`config.mk`:
```
export PLATFORM = sky130hd
export DESIGN_NAME = alu_arb_112_flat
export DESIGN_NICKNAME = d
export VERILOG_FILES = /design/src/rtl/alu_arb_112_if.sv /design/src/rtl/alu_arb_112.sv /design/src/flat_wrapper.sv
export SDC_FILE = /design/constraint.sdc
export NUM_CORES = 1
export LEC_CHECK = 0
export ABC_AREA = 1
export BUFFER_PORTS_ARGS = -buffer_cell sky130_fd_sc_hd__buf_2
export CORE_MARGIN = 1.5
export CORE_UTILIZATION = 23
export DETAILED_ROUTE_END_ITERATION = 8
export PLACE_DENSITY_LB_ADDON = 0.08
export SYNTH_ARGS = -nofsm -noshare
export SYNTH_HDL_FRONTEND = slang
export SYNTH_SLANG_ARGS = --single-unit
```
`constraint.sdc`:
```
create_clock -name clk -period 2.25 [get_ports clk]
set_input_delay 0.225 -clock clk [delete_from_list [all_inputs] [get_ports clk]]
set_output_delay 0.225 -clock clk [all_outputs]
set_load 0.01 [all_outputs]
```
`src/rtl/alu_arb_112_if.sv`:
```
// Bundle of request, shared-ALU and response signals for alu_arb_112.
// slave is the arbiter side; master is the requester/ALU side.
interface alu_arb_112_if #(
   parameter int WITDH = 32,
   parameter int CNTW  = 16
);
   logic [1:0]       req_valid;
   logic [1:0]       req_ready;
   logic [2:0]       req_op0, req_op1;
   logic [WITDH-1:0] req_a0, req_a1, req_b0, req_b1;
   logic             req_ci0, req_ci1;
   logic [2:0]       alu_op;
   logic [WITDH-1:0] alu_a, alu_b;
   logic             alu_ci;
   logic [WITDH-1:0] alu_result;
   logic             alu_co;
   logic [1:0]       resp_valid;
   logic [1:0]       resp_ready;
   logic [WITDH-1:0] resp_result;
   logic             resp_co;
   logic             resp_err;
   logic [CNTW-1:0]  op_cnt;

   modport slave (
      input  req_valid, req_op0, req_op1, req_a0, req_a1, req_b0, req_b1,
             req_ci0, req_ci1, alu_result, alu_co, resp_ready,
      output req_ready, alu_op, alu_a, alu_b, alu_ci, resp_valid,
             resp_result, resp_co, resp_err, op_cnt
   );

   modport master (
      output req_valid, req_op0, req_op1, req_a0, req_a1, req_b0, req_b1,
             req_ci0, req_ci1, alu_result, alu_co, resp_ready,
      input  req_ready, alu_op, alu_a, alu_b, alu_ci, resp_valid,
             resp_result, resp_co, resp_err, op_cnt
   );
endinterface

```
`src/rtl/alu_arb_112.sv`:
```
// Two-requester round-robin arbiter in front of one shared combinational ALU.
// One op in flight at a time: accept -> EXEC (capture ALU) -> RESP (hold until taken).
module alu_arb_112 #(
   parameter int WITDH = 32,
   parameter int CNTW  = 16
) (
   input logic          clk,
   input logic          rst_n,
   alu_arb_112_if.slave bus
);
   typedef enum logic [1:0] {IDLE = 2'd0, EXEC = 2'd1, RESP = 2'd2} state_t;

   typedef struct packed {
      logic [2:0]       op;
      logic [WITDH-1:0] a;
      logic [WITDH-1:0] b;
      logic             ci;
   } req_t;

   state_t           state, nxt;
   req_t [1:0]       req_v;
   req_t             cur;
   logic             rr, owner, g, accept, hs;
   logic [1:0]       rdy, rv;
   logic [WITDH-1:0] res_q;
   logic             co_q, err_q;
   logic [CNTW-1:0]  cnt_q;

   assign req_v[0] = {bus.req_op0, bus.req_a0, bus.req_b0, bus.req_ci0};
   assign req_v[1] = {bus.req_op1, bus.req_a1, bus.req_b1, bus.req_ci1};

   // rr only breaks ties; a lone requester always wins.
   assign g = (&bus.req_valid) ? rr : ~bus.req_valid[0];

   always_comb begin
      nxt    = state;
      accept = 1'b0;
      hs     = 1'b0;
      rdy    = '0;
      rv     = '0;
      case (state)
         IDLE: begin
            if (rst_n && (|bus.req_valid)) begin
               accept = 1'b1;
               rdy[g] = 1'b1;
               nxt    = EXEC;
            end
         end
         EXEC: nxt = RESP;
         RESP: begin
            rv[owner] = 1'b1;
            if (bus.resp_ready[owner]) begin
               hs  = 1'b1;
               nxt = IDLE;
            end
         end
         default: nxt = IDLE;
      endcase
   end

   always_ff @(posedge clk or negedge rst_n) begin
      if (!rst_n) state <= IDLE;
      else        state <= nxt;
   end

   always_ff @(posedge clk or negedge rst_n) begin
      if (!rst_n) begin
         cur   <= '0;
         owner <= 1'b0;
         rr    <= 1'b0;
         res_q <= '0;
         co_q  <= 1'b0;
         err_q <= 1'b0;
         cnt_q <= '0;
      end else begin
         if (accept) begin
            cur   <= req_v[g];
            owner <= g;
         end
         // Unsupported opcode reports an error with a zeroed result.
         if (state == EXEC) begin
            if (cur.op == 3'b111) begin
               res_q <= '0;
               co_q  <= 1'b0;
               err_q <= 1'b1;
            end else begin
               res_q <= bus.alu_result;
               co_q  <= bus.alu_co;
               err_q <= 1'b0;
            end
         end
         if (hs) begin
            rr    <= ~owner;
            cnt_q <= cnt_q + 1'b1;
         end
      end
   end

   assign bus.req_ready   = rdy;
   assign bus.resp_valid  = rv;
   assign bus.alu_op      = cur.op;
   assign bus.alu_a       = cur.a;
   assign bus.alu_b       = cur.b;
   assign bus.alu_ci      = cur.ci;
   assign bus.resp_result = res_q;
   assign bus.resp_co     = co_q;
   assign bus.resp_err    = err_q;
   assign bus.op_cnt      = cnt_q;
endmodule

```
`src/flat_wrapper.sv`:
```
// flat-port wrapper written by rule: the top's interface ports become plain ports
module alu_arb_112_flat 
#(
   parameter int WITDH = 32,
   parameter int CNTW  = 16
)
  (clk, rst_n, bus_req_valid, bus_req_op0, bus_req_op1, bus_req_a0, bus_req_a1, bus_req_b0, bus_req_b1, bus_req_ci0, bus_req_ci1, bus_alu_result, bus_alu_co, bus_resp_ready, bus_req_ready, bus_alu_op, bus_alu_a, bus_alu_b, bus_alu_ci, bus_resp_valid, bus_resp_result, bus_resp_co, bus_resp_err, bus_op_cnt);
  alu_arb_112_if #(.WITDH(WITDH), .CNTW(CNTW)) bus_i ();
  input logic clk;
  input logic rst_n;
  input wire logic [$bits(bus_i.req_valid)-1:0] bus_req_valid;
  input wire logic [$bits(bus_i.req_op0)-1:0] bus_req_op0;
  input wire logic [$bits(bus_i.req_op1)-1:0] bus_req_op1;
  input wire logic [$bits(bus_i.req_a0)-1:0] bus_req_a0;
  input wire logic [$bits(bus_i.req_a1)-1:0] bus_req_a1;
  input wire logic [$bits(bus_i.req_b0)-1:0] bus_req_b0;
  input wire logic [$bits(bus_i.req_b1)-1:0] bus_req_b1;
  input wire logic [$bits(bus_i.req_ci0)-1:0] bus_req_ci0;
  input wire logic [$bits(bus_i.req_ci1)-1:0] bus_req_ci1;
  input wire logic [$bits(bus_i.alu_result)-1:0] bus_alu_result;
  input wire logic [$bits(bus_i.alu_co)-1:0] bus_alu_co;
  input wire logic [$bits(bus_i.resp_ready)-1:0] bus_resp_ready;
  output wire logic [$bits(bus_i.req_ready)-1:0] bus_req_ready;
  output wire logic [$bits(bus_i.alu_op)-1:0] bus_alu_op;
  output wire logic [$bits(bus_i.alu_a)-1:0] bus_alu_a;
  output wire logic [$bits(bus_i.alu_b)-1:0] bus_alu_b;
  output wire logic [$bits(bus_i.alu_ci)-1:0] bus_alu_ci;
  output wire logic [$bits(bus_i.resp_valid)-1:0] bus_resp_valid;
  output wire logic [$bits(bus_i.resp_result)-1:0] bus_resp_result;
  output wire logic [$bits(bus_i.resp_co)-1:0] bus_resp_co;
  output wire logic [$bits(bus_i.resp_err)-1:0] bus_resp_err;
  output wire logic [$bits(bus_i.op_cnt)-1:0] bus_op_cnt;
  assign bus_i.req_valid = bus_req_valid;
  assign bus_i.req_op0 = bus_req_op0;
  assign bus_i.req_op1 = bus_req_op1;
  assign bus_i.req_a0 = bus_req_a0;
  assign bus_i.req_a1 = bus_req_a1;
  assign bus_i.req_b0 = bus_req_b0;
  assign bus_i.req_b1 = bus_req_b1;
  assign bus_i.req_ci0 = bus_req_ci0;
  assign bus_i.req_ci1 = bus_req_ci1;
  assign bus_i.alu_result = bus_alu_result;
  assign bus_i.alu_co = bus_alu_co;
  assign bus_i.resp_ready = bus_resp_ready;
  assign bus_req_ready = bus_i.req_ready;
  assign bus_alu_op = bus_i.alu_op;
  assign bus_alu_a = bus_i.alu_a;
  assign bus_alu_b = bus_i.alu_b;
  assign bus_alu_ci = bus_i.alu_ci;
  assign bus_resp_valid = bus_i.resp_valid;
  assign bus_resp_result = bus_i.resp_result;
  assign bus_resp_co = bus_i.resp_co;
  assign bus_resp_err = bus_i.resp_err;
  assign bus_op_cnt = bus_i.op_cnt;
  alu_arb_112 #(.WITDH(WITDH), .CNTW(CNTW)) u_core (.clk(clk), .rst_n(rst_n), .bus(bus_i));
endmodule
```
==> key figures <==
Synth
  • Synth Area in Simple Gates: 29.26%
  • Number of synthesis warnings: 0
  • Area contributors post-synth: sky130_fd_sc_hd__dfrtp_1 (59%), sky130_fd_sc_hd__nand2_1 (19%), sky130_fd_sc_hd__nand3_1 (7.2%)
  • Most frequently used cell type in the post-synthesis netlist: sky130_fd_sc_hd__nand2_1
  • Cell Area, Synth: 5179 um^2
  • Fraction of synthesized cell area taken by the top area cell type: 58.95%
  • XOR/XNOR share of the synthesized area: 1.522%
  • Post-synthesis adder-cell area fraction: 0.2416%
  • Most instantiated flip-flop cell in the synthesis netlist: sky130_fd_sc_hd__dfrtp_1
  • Register bit count reported by yosys: 122
  • Sequential share of the synthesized area: 58.95%
  • EDFF count, synth: 0
  • Post-synthesis cell type count: 24
  • Post-synth top cells: sky130_fd_sc_hd__nand2_1 (259), sky130_fd_sc_hd__dfrtp_1 (122), sky130_fd_sc_hd__nand3_1 (74)
  • Largest family of logic cells by synthesized area: simple AND/OR/NAND/NOR gates
  • Synth area leader: sky130_fd_sc_hd__dfrtp_1
  • Syn avg cell area: 8.929 um^2
  • Net count of the mapped netlist: 756
  • Fraction of synthesized area in multiplexers: 0%
  • Number of standard cells after synthesis: 580
  • Ys async rst share: 100.0%
  • Synth Area in Compound Gates: 5.871%

Placed design
  • Estimated wirelength of the detail-placed design: 12460 um
  • Placed cell count: 1139
  • Area post-placement: 7013 um^2
  • PortBufs: 296
  • Placer Congestion: 0.7427

Route
  • Number of search-and-repair iterations in the first detailed-routing pass: 7
  • Via total after detailed routing: 5158
  • Detail-routed net length per standard cell: 14.85 um
  • Routed Antenna Nets: 0
  • Initial detailed-routing violation count: 261
  • Via-to-Cell Ratio: 4.231
  • Drt total wl: 18100 um
  • DRC violations left: 16

Floorplan
  • Die extent in x: 153.1 um
  • Y dimension of the die: 153.1 um
  • Count of pins on the block boundary: 297
  • Die area: 23430 um^2
  • Core region area: 21960 um^2
  • Number of placement rows: 54
  • Effective utilization at floorplan: 23.58%

Layout
  • Final non-filler cell total: 1219
  • Summed area of non-filler cells in the final layout: 8090 um^2
  • Area growth from synthesis to layout: 56.22%
  • Number of nets in the finished design: 1101
  • Count of fill cells added during filler insertion: 2287
  • Register cell area after layout: 3053 um^2
  • Area taken by multi-input logic gates: 1911 um^2
  • Ratio of cells with drive above 1 in the final layout: 36.99%

CTS
  • CTS Root Buffer Type: sky130_fd_sc_hd__clkbuf_16
  • Clock transition time at the flip-flop clock pins of the worst setup and hold paths: 0.06 ns
  • CTS sink count: 122
  • H-tree Lvls: 4
  • TritonCTS buffer count: 17
  • Clock latency reported for the late side of the worst-skew pair: 0.42 ns
  • TritonCTS clock tree: built
  • Worst-case clock buffer depth: 2

Global routing
  • Global-route wire length before repair: 28400 um
  • Overall global routing resource usage: 15.68%
  • Pin count of the biggest net entering global routing: 123
  • Grt ovf: 0
  • Vias in the first global route: 5228
  • Number of antenna violations at the first check in global routing: 2

Timing
  • Portion of the clock cycle consumed by the worst path in the final layout: 90.97%
  • Max-slew headroom: 54.10%
  • F_max: 0.4886 GHz
  • Setup skew after layout: 0.009520 ns
  • RSZ-0062 raised after global routing: no
  • Count of final max-slew check failures: 0
  • Shortest clock period the worst path allows after layout: 2.047 ns
  • Final Hold Vio Count: 0
  • Final-report setup violation count: 0
  • Setup TNS Final: 0 ns
  • Tightest Pin Transition: 0.6885 ns

Pwr
  • Post-layout power: 0.009913 W
  • Static Leak: 4.306 nW
  • Maximum resistive drop on vdd: 0.0004732 V
  • Power density over cell area: 1225 nW/um^2

Setup path
  • Arrival time of the worst setup path: 2.40 ns
  • Required arrival time at the worst endpoint: 2.60 ns
  • Type of element capturing the critical path: flop
  • Critical path start-end classification: reg -> reg
  • Critical path fanouts, max: 21
  • Startpoint type of the worst setup path: flop

Min path
  • Worst min-delay path class: in -> reg

Flow run
  • Max-cap violations: 0

Outcome
  • Violated checks: DRC
  • Outcome: finished with violations
## per-layer routing
metal  vias to the layer above  GRT usage (%)  wire length (um)
li1                       2571              -                 -
met1                      2380          19.90              8074
met2                       195          24.44              8281
met3                        10          6.351              1592
met4                         2          4.622               136
met5                         -              0                13
## registers in the layout, summed over array words and instances, names as in the netlist, 2 cells and up
signal	count
u_core.state	2
u_core.bus.resp_result	32
u_core.bus.alu_b	32
u_core.bus.alu_a	32
u_core.bus.alu_op	3
u_core.bus.op_cnt	16
## critical path: stages (launching register included)
cell and delay [ns]:
sky130_fd_sc_hd__dfrtp_1 0.39, sky130_fd_sc_hd__nor2_1 0.10, sky130_fd_sc_hd__nand2_1 0.09, sky130_fd_sc_hd__nor2_4 0.12, sky130_fd_sc_hd__inv_4 0.06, sky130_fd_sc_hd__nor2_4 0.34
sky130_fd_sc_hd__buf_12 0.22, sky130_fd_sc_hd__nand2_1 0.06, sky130_fd_sc_hd__nand3_1 0.06, sky130_fd_sc_hd__dlygate4sd3_1 0.54
## final timing paths
check,slack [ns],startpoint,end,cells past startpoint
worst max-delay path,0.20,u_core.state[1],u_core.bus.alu_b[14],9
worst min-delay path,0.02,bus_req_a0[18],u_core.bus.alu_a[18],3
worst max register to register,0.20,u_core.state[1],u_core.bus.alu_b[14],9
worst min register to register,0.49,u_core.bus.alu_b[20],u_core.bus.alu_b[20],2
max in group asynchronous,1.24,rst_n,u_core.bus.alu_b[0],3
min in group asynchronous,0.49,rst_n,u_core.bus.op_cnt[15],3
## repair_timing
action,CTS,global route
hold buffers,45,0
endpoints found under the hold margin,44,0
resized for setup,0,0
buffers inserted,0,2
setup endpoints to repair,0,1
## through the flow
stage / worst slack (ns) / hold slack [ns] / util, %
finish: 0.2031 / 0.02272 / 36.84
global route: 0.03389 / 0.004503 / 36.84
CTS: 0.1377 / 0.00006323 / 36.76
detailed placement: 0.6010 / 0.4316 / 31.94
global placement: 0.6452 / 0.4339 / 31.94
floorplan: 0.8936 / -0.07059 / -
## kinds of logic after synthesis
logic type,after synthesis
xor+xnor,9
fa+ha+maj,1
simple gates,366
compound gates,36
flops,122
buf+inv,46
## area by class of cell
| type | count | share of cell area (%) |
|---|---|---|
| tap | 280 | 4.330 |
| clock inverter | 14 | 2.103 |
| sequential | 122 | 37.74 |
| antenna | 1 | 0.03093 |
| inverter | 18 | 0.8661 |
| clock buffer | 18 | 5.428 |
| multi-input combinational | 412 | 23.62 |
| timing repair buffer | 354 | 25.89 |
## power breakdown
part	internal (W)	switching (W)	leakage, nW
registers	0.00313	0.000532	1.53
logic	0.00152	0.00187	2.49
clock network	0.00178	0.00109	0.289
## cells in the final DEF (no fill, tap or decap), types with 9 or more instances in the layout
| master | count |
|---|---|
| sky130_fd_sc_hd__nand3_1 | 74 |
| sky130_fd_sc_hd__buf_2 | 295 |
| sky130_fd_sc_hd__inv_1 | 16 |
| sky130_fd_sc_hd__nand2_1 | 259 |
| sky130_fd_sc_hd__buf_4 | 9 |
| sky130_fd_sc_hd__a22o_1 | 33 |
| sky130_fd_sc_hd__dfrtp_1 | 122 |
| sky130_fd_sc_hd__clkbuf_16 | 17 |
| sky130_fd_sc_hd__nor2_1 | 20 |
| sky130_fd_sc_hd__dlygate4sd3_1 | 45 |
Note: power is estimated with default switching activity, not from simulation.
